[config.mk]
export PLATFORM = sky130hd
export DESIGN_NAME = mul_div_unit
export DESIGN_NICKNAME = d
export VERILOG_FILES = /design/src/rtl/mul_div_unit.sv
export SDC_FILE = /design/constraint.sdc
export NUM_CORES = 1
export LEC_CHECK = 0
export ABC_AREA = 1
export CELL_PAD_IN_SITES_DETAIL_PLACEMENT = 0
export CELL_PAD_IN_SITES_GLOBAL_PLACEMENT = 1
export CORE_MARGIN = 2
export CORE_UTILIZATION = 25
export CTS_BUF_LIST = sky130_fd_sc_hd__clkbuf_4 sky130_fd_sc_hd__clkbuf_8
export DETAILED_ROUTE_END_ITERATION = 8
export GPL_ROUTABILITY_DRIVEN = 1
export PLACE_DENSITY = 0.57
export REMOVE_ABC_BUFFERS = 1
export SLEW_MARGIN = 20
export SYNTH_ARGS = -nofsm -noshare
export SYNTH_HDL_FRONTEND = slang
export SYNTH_SLANG_ARGS = --single-unit
[constraint.sdc]
create_clock -name clk -period 3.7 [get_ports clk]
set_input_delay 0.555 -clock clk [delete_from_list [all_inputs] [get_ports clk]]
set_output_delay 0.555 -clock clk [all_outputs]
set_load 0.03 [all_outputs]
[src/rtl/mul_div_unit.sv]
// mul_div_unit: iterative multiply/divide, one result bit per cycle,
// operating on magnitudes with a single-cycle sign fix-up at the end.
module mul_div_unit #(
   parameter int REG_WIDTH = 32,
   parameter int CNT_WIDTH = 6
) (
   input  logic                 clk,
   input  logic                 rst,
   input  logic                 start,
   input  logic [1:0]           op,
   input  logic [REG_WIDTH-1:0] op_a,
   input  logic [REG_WIDTH-1:0] op_b,
   output logic                 busy,
   output logic                 done,
   output logic                 div_by_zero,
   output logic [REG_WIDTH-1:0] hi,
   output logic [REG_WIDTH-1:0] lo
);
   localparam int W = REG_WIDTH;
   typedef enum logic [1:0] {IDLE, CALC, FIX, DONE} state_t;
   state_t               state;
   logic [CNT_WIDTH-1:0] cnt;
   logic                 is_div, res_neg, rem_neg, sa, sb;
   logic [W-1:0]         mag_b, abs_a, abs_b;
   logic [2*W-1:0]       acc, step, fixed;
   logic [W:0]           sum, part, diff;
   // acc holds {partial product, multiplier} or {remainder, dividend/quotient}
   always_comb begin
      sa    = op[0] & op_a[W-1];
      sb    = op[0] & op_b[W-1];
      abs_a = sa ? -op_a : op_a;
      abs_b = sb ? -op_b : op_b;
      sum   = {1'b0, acc[2*W-1:W]} + {1'b0, mag_b & {W{acc[0]}}};
      part  = {acc[2*W-1:W], acc[W-1]};
      diff  = part - {1'b0, mag_b};
      step  = !is_div ? {sum, acc[W-1:1]}
            : diff[W] ? {part[W-1:0], acc[W-2:0], 1'b0}
            : {diff[W-1:0], acc[W-2:0], 1'b1};
      fixed = !is_div ? (res_neg ? -acc : acc)
            : {rem_neg ? -acc[2*W-1:W] : acc[2*W-1:W], res_neg ? -acc[W-1:0] : acc[W-1:0]};
   end
   always_ff @(posedge clk) begin
      if (rst) begin
         state       <= IDLE;
         cnt         <= '0;
         is_div      <= 1'b0;
         res_neg     <= 1'b0;
         rem_neg     <= 1'b0;
         mag_b       <= '0;
         acc         <= '0;
         busy        <= 1'b0;
         done        <= 1'b0;
         div_by_zero <= 1'b0;
         hi          <= '0;
         lo          <= '0;
      end else begin
         done <= 1'b0;
         case (state)
            IDLE: if (start) begin
               is_div  <= op[1];
               res_neg <= sa ^ sb;
               rem_neg <= sa;
               mag_b   <= abs_b;
               acc     <= {{W{1'b0}}, abs_a};
               cnt     <= '0;
               busy    <= 1'b1;
               if (op[1] && op_b == '0) begin
                  hi          <= op_a;
                  lo          <= '1;
                  div_by_zero <= 1'b1;
                  done        <= 1'b1;
                  state       <= DONE;
               end else begin
                  state <= CALC;
               end
            end
            CALC: begin
               acc <= step;
               cnt <= cnt + 1'b1;
               if (cnt == CNT_WIDTH'(W - 1)) state <= FIX;
            end
            FIX: begin
               hi          <= fixed[2*W-1:W];
               lo          <= fixed[W-1:0];
               div_by_zero <= 1'b0;
               done        <= 1'b1;
               state       <= DONE;
            end
            default: begin
               busy  <= 1'b0;
               state <= IDLE;
            end
         endcase
      end
   end
endmodule

* Yosys cells after proc, flatten, opt, wreduce, memory -nomap -nowiden *
Cells that the tools add are included.

storage, ports and cells
  input port bits = 69
  word-level logic and storage cells = 72
  output and inout port bits = 67
  bits in registers = 174

cells by class
  mux-type cells = 30
  $add $sub $neg = 8
  bitwise operators = 5
  reduce and logical (&&, ||, !) cells = 11
  equality and inequality tests = 6

operator list
  operator                                                         count
  64-bit two-way mux                                               5
  32-bit two-way mux                                               8
  32-bit negator                                                   4
  32-bit one-hot mux with 2 select lines                           2
  64-bit one-hot mux with 2 select lines                           1
  64-bit negator                                                   1
  32-bit by 32-bit adder with 33-bit output                        1
  33-bit by 32-bit subtractor with 33-bit output                   1
  32-bit bitwise AND                                               1
  32-bit logical NOT                                               1
  6-bit one-hot mux with 2 select lines                            1
  2-bit AND reduction                                              4
  6-bit by 1-bit adder with 6-bit output, second input constant    1
  6-bit by 5-bit == test with 1-bit output, second input constant  1
  2-bit two-way mux                                                3
  6-bit two-way mux                                                1
  2-bit != test, second input constant                             3
  1-bit one-hot mux with 2 select lines                            3
  2-bit one-hot mux with 3 select lines                            1
  1-bit two-way mux                                                5
  2-bit nonzero test                                               2
  3-bit AND reduction                                              1
  1-bit bitwise AND                                                2
  2-bit by 1-bit == test with 1-bit output, second input constant  1
  other kinds (6)                                                  6

* Longest topological paths before layout *
  depth after elaboration = 5
  gate-level depth with buffers = 22
  gate-level depth less buffers = 20

* Worst setup path after synthesis *
No wires, ideal clock.

  path type = reg2reg
  from = register acc[0]
  to = register acc[61]
  required time = 3,630 ps
  data arrival time = 2,442 ps
  setup time = 70 ps
  buffers on the path = 2
  cell stages (with the launch flop) = 23
  slack = 1,187 ps
  cell sequence = dfxtp_1 > buf_6 > clkbuf_1 > nand2_1 > inv_1 > ha_1 > inv_1 > fa_1 > inv_1 > nand3_1 > nand3_1 > nand2_1 > nand2_1 > nand2_1 > nand2_1 > nand2_1 > nand2_1 > nand2_1 > nand3_1 > nand2_1 > inv_1 > nand2_1 > a21oi_1

on the way
  longest elaborated chain between the ends = 4

ends and longest elaborated chain
  what                                       line  text
  from (decl)                                25    logic [2*W-1:0] acc, step, fixed;
  from (signal assigned)                     64    acc <= {{W{1'b0}}, abs_a};
  from (signal assigned)                     78    acc <= step;
  32-bit bitwise AND                         33    sum = {1'b0, acc[2*W-1:W]} + {1'b0, mag_b & {W{acc[0]}}};
  32-bit by 32-bit adder with 33-bit output  33
  64-bit two-way mux                         36    step = !is_div ? {sum, acc[W-1:1]}
  64-bit one-hot mux with 2 select lines     58    case (state)

No other way between the ends.
A chain may end at the register's enable or synchronous reset.

* Final worst setup path *
  from = register acc[31]
  to = register acc[54]

on the way
  longest elaborated chain between the ends = 4

ends and longest elaborated chain
  what                                            line  text
  33-bit by 32-bit subtractor with 33-bit output  35    diff = part - {1'b0, mag_b};
  64-bit two-way mux                              37    : diff[W] ? {part[W-1:0], acc[W-2:0], 1'b0}
  64-bit two-way mux                              36
  64-bit one-hot mux with 2 select lines          58

No other way between the ends.

==> results.sh <==
export IMPL_wl_per_cell_um=19.2
export IMPL_place_gp_congestion=0.907
export IMPL_syn_area_per_cell_um2=5.51
export IMPL_cts_made_buffers=17
export IMPL_endpoint_kind="register"
export IMPL_postCtsSetupRepairBufs=0
export IMPL_power_total_mw=14.4
export IMPL_seq_area_frac_synth_pct=20.1
export IMPL_overflow=0
export IMPL_cts_tree="done"
export IMPL_min_path_type="in -> reg"
export IMPL_port_buffers=135
export IMPL_setup_violations=0
export IMPL_clk_latency_ns=0.59
export IMPL_crit_type="reg -> reg"
export IMPL_hold_viol=0
export IMPL_dieArea_um2=71500
export IMPL_place_ws_ns=0.290
export IMPL_async_flop_share_pct=0
export IMPL_placed_cells=4173
export IMPL_power_density_nw_per_um2=706
export IMPL_reg2reg_slack_ns=0.55
export IMPL_ctsRootBufferMaster="clkbuf_8"
export IMPL_fmax_ghz=0.317
export IMPL_nets=3405
export IMPL_drv_slew=0
export IMPL_met3WireLength_um=3410
export IMPL_fillerInstances=7972
export IMPL_ys_seq_elements=174
export IMPL_min_period_over_period_pct=85.1
export IMPL_ctsResizeCount=0
export IMPL_ioPinCount=136
export IMPL_final_setup_tns_ns=0
export IMPL_leakage_nw=10.1
export IMPL_period_minus_slack_ns=3.15
export IMPL_die_y_um=267
export IMPL_viasPerCell=4.77
export IMPL_drtPass1Iterations=6
export IMPL_fp_coreArea_um2=68600
export IMPL_syn_inst=3146
export IMPL_status="finished, final reports clean"
export IMPL_cp_max_fo=10
export IMPL_synthDistinctLibCells=48
export IMPL_wl_met1_um=39100
export IMPL_arrival_ns=3.57
export IMPL_clkSlewWorstSetupHoldPaths_ns=0.12
export IMPL_worstMarginPinSlew_ns=0.797
export IMPL_vias=20000
export IMPL_grt_max_degree=67
export IMPL_cp_data_required_time_ns=4.12
export IMPL_fp_row_count=96
export IMPL_rsz0062_at_grt="false"
export IMPL_synth_edf_count=0
export IMPL_mostFrequentLayoutCells="959 x nand2_1, 479 x inv_1, 294 x nand3_1"
export IMPL_grt_first_pass_wirelength_um=121000
export IMPL_syn_area_um2=17300
export IMPL_drtAntennaViolNets=0
export IMPL_drt_total_wl_um=80700
export IMPL_die_width_um=267
export IMPL_htree_levels=4
export IMPL_hold_buffers=0
export IMPL_clock_sinks=174
export IMPL_grtUsageTotal_pct=22.5
export IMPL_grt_pass1_vias=18900
export IMPL_final_common_cell="nand2_1"
export IMPL_initialDrtViolationCount=1482
export IMPL_area_growth_pct=17.8
export IMPL_cp_start_kind="register"
export IMPL_start_util_pct=25.3
export IMPL_remaining_drc_errors=0
export IMPL_skew_ns=0.0303
export IMPL_post_dp_hpwl_um=65100
export IMPL_maxCapViolations=0
export IMPL_layout_setup_ws_ns=0.550
export IMPL_wl_met2_um=36700
export IMPL_routed_top_layer="met4"
export IMPL_grt_antenna_before_repair=2
export IMPL_ys_flop_type="dfxtp_1"
export IMPL_finish_cell_count_without_fillers=4206
export IMPL_drive_gt1_share_pct=5.07
export IMPL_maxSlewHeadroom_pct=46.8
export IMPL_synth_warnings=0
export IMPL_cts_buffer_depth=2
export IMPL_peakVddDrop_v=0.000322
## sequential cells by signal, indices dropped and copies added (netlist names), 2 cells and up
| signal | count |
|---|---|
| lo | 32 |
| mag_b | 32 |
| cnt | 6 |
| state | 2 |
| acc | 64 |
| hi | 32 |
## cell families after synthesis
family / share of synthesized area (%)
AOI/OAI and AO/OA: 17.1
xor gates and xnor gates: 3.13
adders and majority gates: 5.50
buffers and inverters: 13.5
DFF: 20.1
and+or+nand+nor: 40.7
## synthesized netlist by cell type (9+ instances only)
master	n	area share [%]
xor2_1	44	2.2
dfxtp_1	174	20
buf_2	11	0.32
clkbuf_1	75	1.6
and2_1	9	0.32
a21oi_1	270	7.8
o21ai_0	211	6.1
nand3b_1	16	0.69
o211ai_1	14	0.61
ha_1	73	5.3
nand3_1	294	8.5
a21o_1	9	0.39
nand2_2	12	0.43
nor2_1	269	5.8
inv_1	481	10
nand2_1	959	21
buf_1	14	0.30
a31oi_1	23	0.83
nand4_1	32	1.2
xnor2_1	18	0.91
nor3_1	38	1.1
nor2_2	16	0.58
## layer usage
metal  vias to the layer above  track usage (%)
li1                      10300                -
met1                      9243             31.3
met2                       448             36.8
met3                        66             2.56
met4                         0             5.60
met5                         -                0
## critical path, stage by stage (launching register included)
cell     delay, ns
dfxtp_1       0.48
inv_1         0.15
ha_1          0.26
fa_1          0.46
inv_1         0.11
nand2_1       0.05
nand2_1       0.08
nand3_1       0.10
nand2_2       0.13
nand2_1       0.07
nand2_2       0.10
nand2_2       0.12
nand3_1       0.14
nand2_4       0.14
buf_12        0.18
nand2_1       0.13
nand3_1       0.12
nand2_1       0.10
a21oi_1       0.06
## per-stage QoR
| step | utilization, % | hold WS (ns) | instance area, um2 |
|---|---|---|---|
| 2_1_floorplan | - | 0.452 | 16800 |
| 3_3_place_gp | 29.1 | 0.455 | 20000 |
| 3_5_place_dp | 29.1 | 0.456 | 20000 |
| 4_1_cts | 29.8 | 0.340 | 20400 |
| 5_1_grt | 29.8 | 0.370 | 20400 |
| 6_report | 29.8 | 0.371 | 20400 |
## report_power, final
part,internal [mW],switching (mW)
Combinational,3.04,6.60
Clock,0.716,0.904
Sequential,2.52,0.632
## worst paths after layout
kind / depth (start not counted) / to / startpoint
max: 18 / acc[54] / acc[31]
min: 2 / lo[6] / rst
max reg2reg: 18 / acc[54] / acc[31]
min reg2reg: 2 / lo[16] / lo[16]
## final cells by class
type                    instances  area (um2)  area share [%]
repair buffers                209        1970            9.63
inverters                     488        1830            8.97
clock buffers                  19         262            1.28
flip-flops and latches        174        3490            17.1
multi-input cells            2371       11500            56.5
diodes                          1        2.50          0.0123
clock inverters                13         174           0.852
well taps                     931        1160            5.70
(Power assumes the default switching activity.)
